File: src/rtl/uart_rx_fifo.sv
// 16x-oversampled UART receiver with a show-ahead byte FIFO.
// Bit timing comes from a phase accumulator on the system clock.
module uart_rx_fifo #(
  parameter int CLK_HZ     = 25_000_000,
  parameter int BAUD       = 115200,
  parameter int OVERSAMPLE = 16,
  parameter int FIFO_DEPTH = 8
) (
  input  logic                           clk,
  input  logic                           reset,
  input  logic                           rx,
  output logic [7:0]                     m_data,
  output logic                           m_valid,
  input  logic                           m_ready,
  output logic [$clog2(FIFO_DEPTH+1)-1:0] fifo_level,
  output logic                           rx_busy,
  output logic                           frame_err,
  output logic                           overrun
);

  localparam int INC   = BAUD * OVERSAMPLE;
  localparam int ACC_W = $clog2(CLK_HZ + INC);
  localparam int PTR_W = $clog2(FIFO_DEPTH);
  localparam int LVL_W = $clog2(FIFO_DEPTH + 1);

  typedef enum logic [1:0] {
    IDLE,
    START,
    DATA,
    STOP
  } state_e;

  state_e            state_q, state_d;
  logic [ACC_W-1:0]  acc_q, acc_d, acc_sum;
  logic              tick;
  logic [1:0]        sync_q;
  logic              rs;
  logic [3:0]        sc_q;
  logic [3:0]        nb_q;
  logic [7:0]        sh_q;
  logic              m7_q, m8_q;
  logic              armed_q;
  logic              maj;
  logic              at9, at15;
  logic              push_req, ferr_d;
  logic              frame_err_q, overrun_q;

  logic [7:0]        mem_q [FIFO_DEPTH];
  logic [PTR_W-1:0]  wptr_q, rptr_q, rptr_nx;
  logic [LVL_W-1:0]  level_q;
  logic [7:0]        m_data_q;
  logic              m_valid_q;
  logic              pop, accept, push;

  always_comb begin
    acc_sum = acc_q + ACC_W'(INC);
    tick    = (acc_sum >= ACC_W'(CLK_HZ));
    acc_d   = tick ? acc_sum - ACC_W'(CLK_HZ) : acc_sum;
  end

  assign rs   = sync_q[1];
  assign maj  = (m7_q & m8_q) | (m7_q & rs) | (m8_q & rs);
  assign at9  = tick & (sc_q == 4'd9);
  assign at15 = tick & (sc_q == 4'd15);

  always_ff @(posedge clk) begin
    if (reset) state_q <= IDLE;
    else       state_q <= state_d;
  end

  always_comb begin
    state_d = state_q;
    unique case (state_q)
      IDLE:  if (tick & armed_q & ~rs) state_d = START;
      START: if (at9) state_d = maj ? IDLE : DATA;
      DATA:  if (at15 && nb_q == 4'd8) state_d = STOP;
      STOP:  if (at9) state_d = IDLE;
      default: state_d = IDLE;
    endcase
  end

  always_comb begin
    rx_busy  = (state_q != IDLE);
    push_req = (state_q == STOP) & at9 & maj;
    ferr_d   = (state_q == STOP) & at9 & ~maj;
  end

  // sc keeps counting from the start-bit centre so data bits stay centred
  always_ff @(posedge clk) begin
    if (reset) begin
      acc_q       <= '0;
      sync_q      <= 2'b11;
      sc_q        <= '0;
      nb_q        <= '0;
      sh_q        <= '0;
      m7_q        <= 1'b1;
      m8_q        <= 1'b1;
      armed_q     <= 1'b0;
      frame_err_q <= 1'b0;
      overrun_q   <= 1'b0;
    end else begin
      acc_q  <= acc_d;
      sync_q <= {sync_q[0], rx};
      if (tick) begin
        sc_q <= (state_q == IDLE) ? 4'd0 : sc_q + 4'd1;
        if (sc_q == 4'd7) m7_q <= rs;
        if (sc_q == 4'd8) m8_q <= rs;
        if (state_q == IDLE && rs) armed_q <= 1'b1;
        if (state_q == START && sc_q == 4'd9) nb_q <= '0;
        if (state_q == DATA && sc_q == 4'd9) begin
          sh_q <= {maj, sh_q[7:1]};
          nb_q <= nb_q + 4'd1;
        end
      end
      if (ferr_d) armed_q <= 1'b0;
      frame_err_q <= ferr_d;
      overrun_q   <= push_req & ~accept;
    end
  end

  assign pop     = m_valid_q & m_ready;
  assign accept  = (level_q < LVL_W'(FIFO_DEPTH)) | pop;
  assign push    = push_req & accept;
  assign rptr_nx = rptr_q + PTR_W'(1);

  always_ff @(posedge clk) begin
    if (push) mem_q[wptr_q] <= sh_q;
  end

  always_ff @(posedge clk) begin
    if (reset) begin
      wptr_q    <= '0;
      rptr_q    <= '0;
      level_q   <= '0;
      m_data_q  <= '0;
      m_valid_q <= 1'b0;
    end else begin
      if (push) wptr_q <= wptr_q + PTR_W'(1);
      if (pop)  rptr_q <= rptr_nx;
      level_q <= level_q + LVL_W'(push) - LVL_W'(pop);
      if (pop && level_q == LVL_W'(1)) begin
        if (push) m_data_q  <= sh_q;
        else      m_valid_q <= 1'b0;
      end else if (pop) begin
        m_data_q <= mem_q[rptr_nx];
      end else if (push && level_q == '0) begin
        m_data_q  <= sh_q;
        m_valid_q <= 1'b1;
      end
    end
  end

  assign m_data     = m_data_q;
  assign m_valid    = m_valid_q;
  assign fifo_level = level_q;
  assign frame_err  = frame_err_q;
  assign overrun    = overrun_q;

endmodule

File: config.mk
export PLATFORM = sky130hd
export DESIGN_NAME = uart_rx_fifo
export DESIGN_NICKNAME = d
export VERILOG_FILES = /design/src/rtl/uart_rx_fifo.sv
export SDC_FILE = /design/constraint.sdc
export NUM_CORES = 1
export LEC_CHECK = 0
export CORE_UTILIZATION = 56
export DETAILED_ROUTE_END_ITERATION = 8
export MAX_ROUTING_LAYER = met4
export PLACE_DENSITY = 0.74
export SYNTH_ARGS = -nofsm -noshare
export SYNTH_HDL_FRONTEND = slang
export SYNTH_SLANG_ARGS = --single-unit
File: constraint.sdc
create_clock -name clk -period 5.01 [get_ports clk]
set_input_delay 1.503 -clock clk [delete_from_list [all_inputs] [get_ports clk]]
set_output_delay 1.503 -clock clk [all_outputs]
set_load 0.01 [all_outputs]
==> flow_summary.yaml, run 1 <==
drt:
  detail_route.vias_per_cell: 5.886
  routed-wl-met2_um: 6290
  dr.first_iter.drc_count: 262
  detail_route.drc_violations: 0
  wl_met3_um: 607
  wl_per_cell_um: 18.40
  top_layer_used: "met4"
  met1_length_um: 5745
  detailedRoute.firstPassIterationCount: 5
  drt-total-wl_um: 12950
  ant_nets: 0
  dr_total_vias: 4144
timing:
  worst_slew_pin_slew_ns: 0.9059
  post-route-min-period_ns: 3.834
  period_share: 0.7653
  report.final.slew_viol_count: 0
  setup_ws_ns: 1.176
  fmax_mhz: 260.8
  fin_skew_ns: 0.01228
  final_setup_violations: 0
  final-hold-violation-count: 0
  fin_setup_tns_ns: 0
  timing.max_slew.rel_slack: 0.3961
  grt_setup_unrepaired: "no"
placement:
  dpl.cell_count: 672
  hpwl_um: 8362
  worst_slack_placed_ns: 1.190
  gp_congestion: 0.8540
  buffer_ports.inserted: 19
  standard_cell_area_after_detailed_placement_um2: 6466
setup_path:
  cp_slowest_stage_delay_ns: 0.50
  crit_path_cell_trace: "ha_1 -> nand3_1 -> and2_1 -> o32ai_4 -> a32o_2 -> nor3_4 -> buf_4 -> and3_1 -> inv_2 -> ha_1 -> inv_1 -> ha_1 -> inv_1 -> fa_1 -> xor2_1 -> nor2_1"
  worstPathBufferInverterCount: 4
  cp-start-kind: "register"
  timing.critical_path.mode_cell: "sky130_fd_sc_hd__ha_1"
  timing.critical_path.fanout_max: 15
  cp_data_required_time_ns: 5.41
  timing_worst_setup_path_type: "reg -> reg"
  critPathTopFamily: "adder cells"
  crit_slowest_cell: "sky130_fd_sc_hd__a32o_2"
  worst_setup_path_end_kind: "register"
  critPathArrivalTime_ns: 4.24
logic_synthesis:
  syn_inst: 527
  synth_sequential_area_ratio: 0.5169
  synth_warnings: 0
  synthFlopType: "sky130_fd_sc_hd__edfxtp_1"
  synth-edff-count: 64
  syn_area_per_cell_um2: 11.69
  yosys.area.top_type: "sky130_fd_sc_hd__edfxtp_1"
  synthTopCellsByArea: "sky130_fd_sc_hd__edfxtp_1, sky130_fd_sc_hd__dfxtp_1, sky130_fd_sc_hd__mux4_2, sky130_fd_sc_hd__ha_1, sky130_fd_sc_hd__mux2i_1"
  summed_instance_area_of_the_synthesized_netlist_um2: 6158
  synth.ff_latch_count: 127
  post_synth_num_cell_types: 76
  synthDominantCellAreaShare: 0.3121
  synthesis.nets: 548
  synth-async-reset-ratio: 0
clock_network:
  tritoncts_num_sinks: 127
  clock_tree_from_tritoncts: "yes"
  cts_root_buf: "sky130_fd_sc_hd__clkbuf_8"
  cts.hold.buffers_added: 0
  postCtsResizedCells: 0
  clkSlewWorstSetupHoldPaths_ns: 0.06
  tritoncts.num_buffers: 17
  clk_latency_ns: 0.53
  cts.repair_timing.setup_buffer_count: 0
  h_tree_levels: 4
  cts.path.max_buffers: 2
floorplanning:
  die-height_um: 106.9
  area_of_the_die_um2: 11420
  fp.coreArea_um2: 10510
  fp-row-count: 37
  initial_utilization: 0.5860
  die_width_um: 106.9
  num_io_pins: 20
power_and_ir_drop:
  switching_share: 0.2272
  net-switching-power_uw: 576.8
  powerDensity_nw_per_um2: 357.4
  power.internal_mw: 1.961
  p_total_mw: 2.538
  seq_power_share: 0.438
  combinationalPowerShare: 0.040
  cellLeakagePower_nw: 2.560
  ir_drop_v: 0.0002982
  part_of_the_total_power_dissipated_in_the_clock_network: 0.522
final_layout:
  fin_nets: 576
  final_cell_count_no_fill: 704
  most-common-layout-cells: "sky130_fd_sc_hd__edfxtp_1, sky130_fd_sc_hd__dfxtp_1, sky130_fd_sc_hd__nor2_1, sky130_fd_sc_hd__nand2_1, sky130_fd_sc_hd__a21oi_1"
  layout-drive-gt1-share: 0.1884
  final_design_area_no_fill_um2: 7102
  antenna-diode-count: 0
  synthToLayoutAreaGrowth_pct: 15.32
  most_common_library_cell_in_the_layout_ignoring_fill_and_taps: "sky130_fd_sc_hd__edfxtp_1"
  fillers: 753
outcome:
  result_of_the_run: "finished clean"
global_route:
  number_of_global_route_vias_before_repair: 4325
  grt_pass1_wl_um: 21400
  grt_use_total: 0.2591
  remaining_overflow_grt: 0
  grt_start_max_net_pins: 48
  antenna_violations_before_repair: 0
job:
  maxCapViolCount: 0
hold_path:
  worst_hold_path_type: "reg -> reg"
per-stage QoR:
| stage | util | hold WS (ns) |
|---|---|---|
| floorplan | - | 0.3895 |
| global placement | 0.6153 | 0.3932 |
| detailed placement | 0.6153 | 0.3987 |
| CTS | 0.6758 | 0.4153 |
| global route | 0.6758 | 0.4196 |
| finish | 0.6758 | 0.4121 |
area by class of cell:
cell class / instances / area [um2] / share of cell area
clock inverters: 15 / 221.5 / 0.03118
multi-input cells: 354 / 2740 / 0.3858
well taps: 136 / 170.2 / 0.02396
repair buffers: 33 / 290.3 / 0.04087
clock buffers: 17 / 414.1 / 0.05832
inverters: 22 / 82.58 / 0.01163
flip-flops and latches: 127 / 3183 / 0.4482
kinds of logic (layout without fill, tap and decap cells):
kind of cell	after synthesis	after routing	share of synthesized area
xor+xnor	29	29	0.04368
fa+ha+maj	18	18	0.03738
simple gates	191	191	0.1709
flops	127	127	0.5169
buf+inv	46	87	0.03819
compound gates	77	77	0.09651
mux	39	39	0.09651
registers in the layout, indices dropped and copies added (netlist names), 2 cells and up, named ones only:
name and cells:
rptr_q 3, sh_q 8, wptr_q 3, fifo_level 4
sync_q 2, acc_q 19, mem_q 64, nb_q 4
m_data 8, sc_q 4
final timing paths:
| path | slack [ns] | cells past startpoint | start | endpoint |
|---|---|---|---|---|
| hold / removal | 0.41 | 1 | sync_q[0] | sync_q[1] |
| setup reg to reg | 1.18 | 16 | acc_q[13] | fifo_level[2] |
| setup / recovery | 1.18 | 16 | acc_q[13] | fifo_level[2] |
| hold reg to reg | 0.41 | 1 | sync_q[0] | sync_q[1] |
power by group through the flow:
stage | Sequential [mW] | Combinational, mW | Clock (mW)
floorplan | 1.12 | 0.0917 | 0
global placement | 1.13 | 0.0999 | 0
detailed placement | 1.13 | 0.101 | 0
CTS | 1.11 | 0.102 | 1.34
global route | 1.11 | 0.113 | 1.38
finish | 1.11 | 0.102 | 1.33
cell usage after synthesis (all sizes together), types with 4 or more instances:
master	count
nor2	46
nor4	11
o21ai	11
mux4	16
nand2	27
and2	7
dfxtp	63
a21oi	26
o31ai	9
and3	4
edfxtp	64
nand3	15
nand4	14
xor2	9
a31oi	5
inv	22
nand2b	18
nor2b	5
and2b	9
xnor2	20
or3	4
clkbuf	9
ha	16
buf	12
a211oi	4
nor3	22
mux2i	20
layer usage:
metal,up-vias,global-route usage
met5,-,-
met4,0,0.1067
met3,25,0.07052
met2,110,0.4124
met1,1999,0.3129
li1,2010,-
No activity file was read; power rests on OpenSTA's default activity.
==> inputs of run 2 (changes only) <==
--- a/config.mk
+++ b/config.mk
@@ -5,10 +5,10 @@
 export SDC_FILE = /design/constraint.sdc
 export NUM_CORES = 1
 export LEC_CHECK = 0
-export CORE_UTILIZATION = 56
+export CORE_UTILIZATION = 55
 export DETAILED_ROUTE_END_ITERATION = 8
 export MAX_ROUTING_LAYER = met4
-export PLACE_DENSITY = 0.74
+export PLACE_DENSITY = 0.76
 export SYNTH_ARGS = -nofsm -noshare
 export SYNTH_HDL_FRONTEND = slang
 export SYNTH_SLANG_ARGS = --single-unit
==> constraint.sdc (replaced) <==
create_clock -name clk -period 3.4 [get_ports clk]
set_input_delay 1.02 -clock clk [delete_from_list [all_inputs] [get_ports clk]]
set_output_delay 1.02 -clock clk [all_outputs]
set_load 0.01 [all_outputs]
==> run 2 against run 1 <==
Combinational power increased by 73%; clock skew fell by 0.0020 ns; via count grew 2.5%; clock power grew 28%; worst setup slack lost 0.97 ns; critical path type unchanged.
==> flow_summary.yaml, run 2 (synthesis results as in run 1) <==
outcome:
  result_of_the_run: "finished clean"
floorplanning:
  fp.coreArea_um2: 10890
  initial_utilization: 0.5656
  area_of_the_die_um2: 11620
  num_io_pins: 20
  die-height_um: 107.8
  fp-row-count: 38
  die_width_um: 107.8
global_route:
  grt_pass1_wl_um: 20710
  number_of_global_route_vias_before_repair: 4065
  grt_use_total: 0.2451
  antenna_violations_before_repair: 0
  gr-usage-met2: 0.3860
  grt.met3_usage: 0.04722
  groute.layer.met1.usage: 0.3172
  grt.busiest_layer: "met2"
  grt_start_max_net_pins: 36
  remaining_overflow_grt: 0
final_layout:
  most_common_library_cell_in_the_layout_ignoring_fill_and_taps: "sky130_fd_sc_hd__edfxtp_1"
  fillers: 779
  antenna-diode-count: 0
  fin_nets: 590
  synthToLayoutAreaGrowth_pct: 17.25
  post-route-util: 0.6632
  layout-drive-gt1-share: 0.2268
  register_cell_area_after_layout_um2: 3189
  most-common-layout-cells: "sky130_fd_sc_hd__edfxtp_1, sky130_fd_sc_hd__dfxtp_1, sky130_fd_sc_hd__nor2_1, sky130_fd_sc_hd__buf_4, sky130_fd_sc_hd__nand2_1"
  number_of_flip_flops_in_the_largest_register: 64
  regs_by_ff_count: "mem_q (64), acc_q (19)"
  multi_input_comb_area_um2: 2819
  registers.top_by_ff_count: "mem_q"
  final_cell_count_no_fill: 722
timing:
  final-hold-violation-count: 0
  post-route-min-period_ns: 3.198
  worst_slew_pin_slew_ns: 0.7913
  fin_skew_ns: 0.01027
  final_setup_violations: 0
  period_share: 0.9405
  report.final.slew_viol_count: 0
  setup_ws_ns: 0.2022
  fin_setup_tns_ns: 0
  fmax_mhz: 312.7
  timing.max_slew.rel_slack: 0.4724
  grt_setup_unrepaired: "no"
setup_path:
  crit_path_cell_trace: "buf_4 -> nand3_1 -> xnor2_4 -> nand4_1 -> a32o_2 -> nor3_4 -> and3_4 -> inv_2 -> ha_1 -> inv_1 -> ha_1 -> inv_1 -> fa_1 -> xor2_1 -> nor2_1"
  cp_data_required_time_ns: 3.79
  critPathArrivalTime_ns: 3.59
  reg2reg_depth: 15
  cp_slowest_stage_delay_ns: 0.38
  worst_setup_path_end_kind: "register"
  timing_worst_setup_path_type: "reg -> reg"
  regToRegEndpoint: "fifo_level[2]"
  crit_slowest_cell: "sky130_fd_sc_hd__dfxtp_2"
  cp-start-kind: "register"
  reg2reg_slack_ns: 0.20
  timing.critical_path.fanout_max: 5
  reg2reg_launch_point: "acc_q[14]"
drt:
  detail_route.vias_per_cell: 5.881
  wl_per_cell_um: 17.83
  detailedRoute.firstPassIterationCount: 4
  dr_total_vias: 4246
  drt-total-wl_um: 12870
  dr.first_iter.drc_count: 315
  ant_nets: 0
  detail_route.drc_violations: 0
clock_network:
  cts_root_buf: "sky130_fd_sc_hd__clkbuf_8"
  cts.path.max_buffers: 2
  clkSlewWorstSetupHoldPaths_ns: 0.07
  h_tree_levels: 4
  tritoncts.num_buffers: 17
  tritoncts_num_sinks: 127
  clk_latency_ns: 0.52
  clock_tree_from_tritoncts: "yes"
  cts.hold.buffers_added: 0
placement:
  hpwl_um: 8394
  gp_congestion: 0.8576
  dpl.cell_count: 688
  worst_slack_placed_ns: 0.08874
  buffer_ports.inserted: 19
power_and_ir_drop:
  ir_drop_v: 0.0003041
  p_total_mw: 3.511
  cellLeakagePower_nw: 2.612
  powerDensity_nw_per_um2: 486.2
hold_path:
  timing.hold.worst.start: "sync_q[0]"
  hold_depth: 1
  min_to: "sync_q[1]"
  worst_hold_path_type: "reg -> reg"
job:
  maxCapViolCount: 0
==> run 2: cell count changes in the layout (fill, tap and decap cells not counted), moves of 2 or more <==
cell,delta
sky130_fd_sc_hd__clkinv_4,-3
sky130_fd_sc_hd__xnor2_1,-2
sky130_fd_sc_hd__dfxtp_1,-5
sky130_fd_sc_hd__inv_8,+3
sky130_fd_sc_hd__ha_1,-2
sky130_fd_sc_hd__clkinvlp_4,+2
sky130_fd_sc_hd__bufinv_16,-4
sky130_fd_sc_hd__ha_4,+2
sky130_fd_sc_hd__buf_4,+14
sky130_fd_sc_hd__dfxtp_2,+5
==> run 2: worst max-delay path, delay by kind of cell, from the launching register on <==
family | cells | cell delay [ns]
AND/OR/NAND/NOR | 5 | 0.85
adder cells (fa/ha/maj) | 3 | 0.78
XOR/XNOR | 2 | 0.40
flip-flops | 1 | 0.38
AO/OA/AOI/OAI | 1 | 0.34
buffers and inverters | 4 | 0.32
==> run 2: timing repair <==
action,4_1_cts,5_1_grt
endpoints found under the setup margin,0,3
gates resized for setup,0,16
buffers inserted,0,2
==> run 2: worst max-delay path by stage <==
stage	startpoint	end	slack (ns)	cells after the start
floorplan	acc_q[13]	mem_q[0][0]	0.03	9
global placement	acc_q[14]	fifo_level[2]	0.16	15
detailed placement	acc_q[14]	fifo_level[2]	0.09	15
CTS	acc_q[14]	fifo_level[2]	0.07	15
global route	acc_q[13]	fifo_level[2]	0.002	16
finish	acc_q[14]	fifo_level[2]	0.20	15
==> run 2: per-layer routing <==
metal,wire [um],up-vias
met5,0,-
met4,134,0
met3,758,18
met2,6472,141
met1,5508,2061
li1,-,2026
==> run 2: report_power, final <==
part / switching (mW) / total, mW / internal (mW) / leakage (nW)
clock: 0.762 / 1.70 / 0.938 / 0.273
sequential: 0.0251 / 1.64 / 1.61 / 1.21
combinational: 0.101 / 0.176 / 0.0747 / 1.12
==> run 2: through the flow <==
step           cell area (um2)  hold slack, ns
2_1_floorplan             6158          0.3895
3_3_place_gp              6561          0.4005
3_5_place_dp              6561          0.4055
4_1_cts                   7121          0.4159
5_1_grt                   7221          0.4350
6_report                  7221          0.4158
==> run 2: area by class of cell <==
type / count / share of cell area
clock buffers: 17 / 0.05736
inverters: 22 / 0.01144
flip-flops and latches: 127 / 0.4417
well taps: 140 / 0.02426
multi-input cells: 354 / 0.3904
repair buffers: 47 / 0.05476
clock inverters: 15 / 0.02010
==> inputs of run 3 (changes only) <==
--- a/config.mk
+++ b/config.mk
@@ -9,6 +9,7 @@
 export DETAILED_ROUTE_END_ITERATION = 8
 export MAX_ROUTING_LAYER = met4
 export PLACE_DENSITY = 0.76
+export REMOVE_ABC_BUFFERS = 1
 export SYNTH_ARGS = -nofsm -noshare
 export SYNTH_HDL_FRONTEND = slang
 export SYNTH_SLANG_ARGS = --single-unit
==> run 3 against run 2 <==
Cell count rose by 0.69%; clock skew down 0.0033 ns; sequential cell count is the same; maximum frequency is 1.2% higher; die area did not move; first-iteration DRC count fell by 3.2%; critical path depth fell by 1; cell area about the same; sequential share of layout area about the same.
==> flow_summary.yaml, run 3 (synthesis results as in run 1) <==
outcome:
  result_of_the_run: "finished clean"
final_layout:
  register_cell_area_after_layout_um2: 3188
  post-route-util: 0.6635
  synthToLayoutAreaGrowth_pct: 17.31
  number_of_flip_flops_in_the_largest_register: 64
  final_design_area_no_fill_um2: 7224
  regs_by_ff_count: "mem_q (64), acc_q (19)"
  fillers: 782
  most_common_library_cell_in_the_layout_ignoring_fill_and_taps: "sky130_fd_sc_hd__edfxtp_1"
  layout-drive-gt1-share: 0.2351
  final_cell_count_no_fill: 727
  registers.top_by_ff_count: "mem_q"
  fin_nets: 595
  most-common-layout-cells: "sky130_fd_sc_hd__edfxtp_1, sky130_fd_sc_hd__dfxtp_1, sky130_fd_sc_hd__nor2_1, sky130_fd_sc_hd__buf_4, sky130_fd_sc_hd__nand2_1"
  multi_input_comb_area_um2: 2805
  antenna-diode-count: 0
job:
  maxCapViolCount: 0
drt:
  dr.first_iter.drc_count: 305
  ant_nets: 0
  wl_per_cell_um: 17.35
  detail_route.vias_per_cell: 5.827
  detailedRoute.firstPassIterationCount: 7
  drt-total-wl_um: 12620
  dr_total_vias: 4236
  detail_route.drc_violations: 0
timing:
  worst_slew_pin_slew_ns: 0.7505
  post-route-min-period_ns: 3.161
  timing.max_slew.rel_slack: 0.4996
  fin_skew_ns: 0.006959
  fmax_mhz: 316.4
  setup_ws_ns: 0.2392
  report.final.slew_viol_count: 0
  period_share: 0.9296
  final_setup_violations: 0
  fin_setup_tns_ns: 0
  final-hold-violation-count: 0
  fin_worst_hold_slack_ns: 0.4119
setup_path:
  crit_path_cell_trace: "and3_2 -> a21oi_2 -> or3_4 -> a32o_2 -> nor3_4 -> and3_4 -> inv_2 -> ha_1 -> inv_1 -> ha_1 -> inv_1 -> fa_1 -> xor2_1 -> nor2_1"
  reg2reg_slack_ns: 0.24
  crit_slowest_cell: "sky130_fd_sc_hd__dfxtp_1"
  critPathArrivalTime_ns: 3.57
  worst_setup_path_end_kind: "register"
  cp_data_required_time_ns: 3.81
  timing_worst_setup_path_type: "reg -> reg"
  cp-start-kind: "register"
  cp_slowest_stage_delay_ns: 0.45
  timing.critical_path.fanout_max: 5
placement:
  worst_slack_placed_ns: 0.03796
  buffer_ports.inserted: 19
  standard_cell_area_after_detailed_placement_um2: 6606
  dpl.cell_count: 694
  gp_congestion: 0.8564
  hpwl_um: 8486
hold_path:
  worst_hold_path_type: "reg -> reg"
power_and_ir_drop:
  ir_drop_v: 0.0002925
  cellLeakagePower_nw: 2.639
  p_total_mw: 3.453
  powerDensity_nw_per_um2: 478.0
floorplanning:
  initial_utilization: 0.5656
  die_width_um: 107.8
  area_of_the_die_um2: 11620
  fp-row-count: 38
  die-height_um: 107.8
  num_io_pins: 20
  fp.coreArea_um2: 10890
clock_network:
  h_tree_levels: 4
  clkSlewWorstSetupHoldPaths_ns: 0.06
  tritoncts_num_sinks: 127
  cts.path.max_buffers: 2
  cts.hold.buffers_added: 0
  clock_tree_from_tritoncts: "yes"
  clk_latency_ns: 0.52
  tritoncts.num_buffers: 17
  cts_root_buf: "sky130_fd_sc_hd__clkbuf_8"
global_route:
  grt_pass1_wl_um: 20840
  remaining_overflow_grt: 0
  number_of_global_route_vias_before_repair: 4200
  grt_start_max_net_pins: 34
  antenna_violations_before_repair: 0
  grt_use_total: 0.2453
## run 3: changes by cell type in the layout (fill, tap and decap cells not counted), sizes merged
cell	delta
inv	-2
clkinv	+2
clkbuf	+2
buf	+5
clkinvlp	-2
## run 3: worst paths after layout
kind | to | from | cells past startpoint
setup / recovery | fifo_level[2] | acc_q[16] | 14
hold / removal | sync_q[1] | sync_q[0] | 1
setup reg to reg | fifo_level[2] | acc_q[16] | 14
hold reg to reg | sync_q[1] | sync_q[0] | 1
## run 3: power by group
group	internal (mW)	total, mW	switching [mW]
Sequential	1.61	1.64	0.0257
Clock	0.948	1.64	0.694
Combinational	0.0756	0.174	0.0988
Total	2.63	3.45	0.818
## run 3: timing repair
item,CTS,global route
setup endpoints to repair,0,3
gates resized for setup,0,15
hold endpoints to repair,0,0
buffers inserted,0,1
## run 3: critical path: cells and delay by family (launching register included)
kind	cells	cell delay (ns)
flip-flops	1	0.45
XOR/XNOR	1	0.15
adder cells (fa/ha/maj)	3	0.79
buffers and inverters	3	0.18
AND/OR/NAND/NOR	5	1.12
AO/OA/AOI/OAI	2	0.36
## run 3: per-layer routing
metal | part of all wire | global-route usage | vias to the layer above
li1 | - | - | 2039
met1 | 0.47 | 0.3267 | 2070
met2 | 0.48 | 0.3723 | 109
met3 | 0.045 | 0.05266 | 18
met4 | 0.013 | 0.08611 | 0
met5 | 0 | - | -
## run 3: final cells by class
type	count	share of cell area
Timing Repair Buffer	52	0.05992
Clock buffer	19	0.06114
Clock inverter	13	0.01368
Tap cell	140	0.02425
Multi-Input combinational cell	354	0.3883
Sequential cell	127	0.4413
Inverter	22	0.01143
